### src/rtl/crank_decoder.sv
// Missing-tooth crank wheel decoder.
// Emits absolute tooth index, tooth strobe, lock state and tooth period.
module crank_decoder #(
  parameter int TEETH_TOTAL   = 36,
  parameter int TEETH_MISSING = 1,
  parameter int timer_length  = 24,
  parameter int MIN_PERIOD    = 16,
  parameter logic [timer_length-1:0] STALL_COUNTS =
    {timer_length{1'b1}}
) (
  input  logic                    clk,
  input  logic                    reset,
  input  logic                    crank_in,
  output logic [7:0]              tooth_num,
  output logic                    tooth_edge,
  output logic                    synced,
  output logic                    sync_err,
  output logic [timer_length-1:0] tooth_period
);

  localparam int W = timer_length + 2;
  localparam logic [7:0] LAST =
    8'(TEETH_TOTAL - TEETH_MISSING - 1);
  localparam logic [timer_length-1:0] MIN_P =
    timer_length'(MIN_PERIOD);

  typedef enum logic [1:0] {
    STOPPED,
    WAIT_REF,
    SEEK_GAP,
    SYNCED
  } state_t;

  state_t state, state_n;

  logic [2:0] sync_q;
  logic       raw_edge;

  logic [timer_length-1:0] cnt, cnt_n;
  logic [timer_length-1:0] prev_period, prev_n;
  logic [timer_length-1:0] per_n;
  logic [7:0]              num_n;
  logic                    edge_n, synced_n, err_n;

  logic         accept, stall, gap, at_last;
  logic [W-1:0] cnt2, prev3;

  // sync_q[2] holds the previous synchronized level for edge detect
  always_ff @(posedge clk or posedge reset) begin
    if (reset) begin
      sync_q   <= '0;
      raw_edge <= 1'b0;
    end else begin
      sync_q   <= {sync_q[1:0], crank_in};
      raw_edge <= sync_q[1] & ~sync_q[2];
    end
  end

  assign accept  = raw_edge && (cnt >= MIN_P);
  assign stall   = (cnt == STALL_COUNTS) && (state != STOPPED);
  assign cnt2    = {1'b0, cnt, 1'b0};
  assign prev3   = {2'b00, prev_period}
                 + {1'b0, prev_period, 1'b0};
  assign gap     = cnt2 > prev3;
  assign at_last = tooth_num == LAST;

  always_comb begin
    state_n  = state;
    cnt_n    = (cnt == STALL_COUNTS) ? cnt : cnt + 1'b1;
    prev_n   = prev_period;
    per_n    = tooth_period;
    num_n    = tooth_num;
    edge_n   = 1'b0;
    synced_n = synced;
    err_n    = 1'b0;
    if (accept) begin
      cnt_n = timer_length'(1);
      per_n = cnt;
      unique case (state)
        STOPPED: state_n = WAIT_REF;
        WAIT_REF: begin
          prev_n  = cnt;
          state_n = SEEK_GAP;
        end
        SEEK_GAP: begin
          if (gap) begin
            num_n    = '0;
            edge_n   = 1'b1;
            synced_n = 1'b1;
            state_n  = SYNCED;
          end else begin
            prev_n = cnt;
          end
        end
        SYNCED: begin
          unique case (1'b1)
            (at_last && gap): begin
              num_n  = '0;
              edge_n = 1'b1;
            end
            (!at_last && !gap): begin
              num_n  = tooth_num + 8'd1;
              edge_n = 1'b1;
              prev_n = cnt;
            end
            default: begin
              // Gap seen early or missing at LAST: drop lock
              synced_n = 1'b0;
              err_n    = 1'b1;
              state_n  = SEEK_GAP;
              if (!gap) prev_n = cnt;
            end
          endcase
        end
        default: state_n = STOPPED;
      endcase
    end else if (stall) begin
      state_n  = STOPPED;
      synced_n = 1'b0;
      prev_n   = '0;
      err_n    = synced;
    end
  end

  always_ff @(posedge clk or posedge reset) begin
    if (reset) begin
      state        <= STOPPED;
      cnt          <= '0;
      prev_period  <= '0;
      tooth_period <= '0;
      tooth_num    <= '0;
      tooth_edge   <= 1'b0;
      synced       <= 1'b0;
      sync_err     <= 1'b0;
    end else begin
      state        <= state_n;
      cnt          <= cnt_n;
      prev_period  <= prev_n;
      tooth_period <= per_n;
      tooth_num    <= num_n;
      tooth_edge   <= edge_n;
      synced       <= synced_n;
      sync_err     <= err_n;
    end
  end

endmodule

### config.mk
export PLATFORM = sky130hd
export DESIGN_NAME = crank_decoder
export DESIGN_NICKNAME = d
export VERILOG_FILES = /design/src/rtl/crank_decoder.sv
export SDC_FILE = /design/constraint.sdc
export NUM_CORES = 1
export LEC_CHECK = 0
export ABC_CLOCK_PERIOD_IN_PS = 10100
export BUFFER_PORTS_ARGS = -buffer_cell sky130_fd_sc_hd__buf_2
export CORE_ASPECT_RATIO = 0.7
export CORE_MARGIN = 2
export CORE_UTILIZATION = 66
export CTS_CLUSTER_DIAMETER = 50
export DETAILED_ROUTE_END_ITERATION = 8
export PLACE_DENSITY = 0.86
export SLEW_MARGIN = 0
export SYNTH_ARGS = -nofsm -noshare
export SYNTH_HDL_FRONTEND = slang
export SYNTH_SLANG_ARGS = --single-unit
### constraint.sdc
create_clock -name clk -period 10.1 [get_ports clk]
set_input_delay 0.505 -clock clk [delete_from_list [all_inputs] [get_ports clk]]
set_output_delay 0.505 -clock clk [all_outputs]
set_load 0.005 [all_outputs]
==> metrics.cfg <==
[synthesis]
synthCells = 618
synth_cell_type_count = 63
synthArstFlopShare_pct = 100.0
ys_dominant_reg_cell = dfrtp_1
yosys_warnings = 0
yosysSeqAreaShare_pct = 39.04
yosys_register_bits = 89
syn_nets = 676
synth.cell_area_mm2 = 0.005705
synth_edf_count = 0
syn_area_per_cell_um2 = 9.232

[min_path]
holdCritPathClass = in2async

[route]
vias_per_cell = 6.234
drt_iter0_drc = 430
wl_per_cell_um = 18.12
routed_wl_mm = 13.84
first_pass_iters = 5
drc = 0
vias = 4763
ant_nets = 0

[global_route]
overflow = 0
grt_usage_pct = 31.69
grt_pass1_wl_mm = 22.97
grt_max_degree = 52
grt_pass1_vias = 4782
antenna_found_initial = 0

[setup_path]
cp.required_ns = 10.37
crit_buf_inv = 1
crit_slowest_cell = a221o_1
regToRegSetupSlack_ns = 3.61
path_class = reg2reg
crit_path_start_kind = register
cpMostUsedCell = ha_1
reg2regPathDepth = 22
arrival_ns = 6.76
slowest_delay_ns = 0.74
cp-end-kind = register
path_cells = ha_1 -> fa_1 -> a21oi_2 -> a2bb2oi_2 -> a21oi_4 -> a41oi_2 -> and2b_2 -> a41oi_1 -> o21ai_0 -> xor2_1 -> ha_1 -> nand3_1 -> nor4_1 -> o21ai_0 -> o2111ai_1 -> o211ai_1 -> or2_2 -> ha_1 -> o31ai_1 -> a221o_1 -> buf_4 -> mux2i_1
cp_max_fo = 13
path_delay_family = compound AO/OA/AOI/OAI gates
r2r_end = prev_period[0]
r2r_start = prev_period[1]

[finish]
final_util_pct = 74.12
layout_common_cells = 89 x dfrtp_1, 83 x nand2_1, 54 x ha_1
syn_to_final_growth_pct = 9.233
nets = 712
antenna_cells = 0
layout_commonest_cell = dfrtp_1
final_layout_size_suffix_gt1_share_pct = 10.93
final_area_mm2 = 0.006232

[outcome]
status = finished clean

[timing]
maxSlewHeadroom_pct = 34.42
worstMarginPinSlew_ns = 0.9807
fin_worst_skew_ns = 0.006280
hold_viol = 0
clock.fmax_mhz = 154.0
maxSlewViolCount = 0
fin_crit_ns = 6.494
fin_setup_tns_ns = 0
rsz0062_at_grt = no
fin_crit_sh_pct = 64.29
setup_viol = 0
holdWs_ns = 0.2235

[floorplan]
chipWidth_um = 115.1
die_area_mm2 = 0.009416
start_util_pct = 67.86
die_h_um = 81.79
num_rows = 28
num_io_pins = 38
coreArea_mm2 = 0.008408

[cts]
clock_sinks = 89
postCtsResizedCells = 0
ctsHoldBuffers = 0
htree_levels = 3
numCtsBuffers = 9
cts_tree = done
root_buffer = clkbuf_16
clkLatencyLatePin_ns = 0.34
cts.clk_slew.worst_paths_ns = 0.06
postCtsSetupBuffers = 0
clk_path_buf_depth = 2

[power]
peakVddDrop_mv = 0.1449
cellPowerDensity_mw_per_mm2 = 195.7
p_leak_nw = 3.111
power_mw = 1.220

[placed_design]
hpwlAfterDp_mm = 10.14
dpl_cell_area_mm2 = 0.005949
gp_congestion = 0.9311
io_buffers = 37

[job]
cap_violations = 0

==> registers in the layout, summed over array words and instances, names as in the netlist, 2 cells and up <==
register and cells:
sync_q 3, tooth_period 24, tooth_num 8, prev_period 24, cnt 24, state 2
==> through the flow <==
step | worst slack (ns) | std cells
2_1_floorplan | 4.909 | 618
3_3_place_gp | 4.018 | 748
3_5_place_dp | 3.720 | 748
4_1_cts | 3.693 | 764
5_1_grt | 3.195 | 764
6_report | 3.606 | 764
==> cell families after synthesis <==
group	share of synthesized area, %
buffers and inverters	5.176
AND/OR/NAND/NOR	17.85
AO/OA/AOI/OAI	15.31
adder cells (fa/ha/maj)	12.19
XOR/XNOR	5.680
flip-flops	39.04
multiplexers	4.759
==> worst max path at each step <==
| stage | startpoint | endpoint | slack, ns | cells past startpoint |
|---|---|---|---|---|
| after global routing | prev_period[1] | prev_period[4] | 3.20 | 22 |
| final | prev_period[1] | prev_period[0] | 3.61 | 22 |
| after detailed placement | prev_period[1] | prev_period[12] | 3.72 | 22 |
| after CTS | prev_period[1] | prev_period[12] | 3.69 | 22 |
| after global placement | prev_period[1] | prev_period[8] | 4.02 | 22 |
| after floorplan | prev_period[1] | tooth_num[6] | 4.91 | 23 |
==> final cells by class <==
type | instances | area (um2)
repair buffers | 42 | 222.7
clock inverters | 6 | 43.79
well taps | 105 | 131.4
multi-input cells | 466 | 3194
clock buffers | 10 | 239.0
flip-flops and latches | 89 | 2227
inverters | 46 | 173.9
fillers | 634 | 2176
==> routing by layer <==
metal	track usage [%]	vias up	share of wire, %
met3	6.937	32	8.4
met4	11.93	0	2.1
li1	-	2258	-
met1	43.60	2260	45
met5	0	-	0
met2	49.65	213	45
==> cells in the mapped netlist (2+ instances only) <==
master	count	area, um2
a211oi_1	5	37.54
a21o_1	8	60.06
a21oi_1	29	145.1
a221o_1	2	20.02
a31oi_1	6	37.54
a32o_1	2	20.02
a41oi_1	2	17.52
and2_1	2	12.51
and3_1	5	31.28
and4_1	3	26.28
buf_12	2	40.04
buf_2	2	10.01
buf_6	2	22.52
clkbuf_1	10	37.54
dfrtp_1	89	2227
ha_1	54	675.7
inv_1	46	172.7
mux2i_1	26	260.3
nand2_1	83	311.6
nand2b_1	2	12.51
nand3_1	13	65.06
nand4_1	11	68.82
nor2_1	37	138.9
nor2b_1	5	31.28
nor3_1	19	95.09
nor4_1	12	75.07
o211ai_1	2	15.01
o21a_1	9	67.56
o21ai_0	49	245.2
o21ai_1	3	15.01
o21bai_1	2	15.01
o31ai_1	2	15.01
or3_1	9	56.30
xnor2_1	26	227.7
xor2_1	11	96.34
==> where the power goes <==
group          switching [mW]  total [mW]  internal (mW)
Clock                   0.139       0.312          0.174
Sequential             0.0543       0.454          0.400
Combinational           0.273       0.453          0.181
No activity file was read; power rests on OpenSTA's default activity.
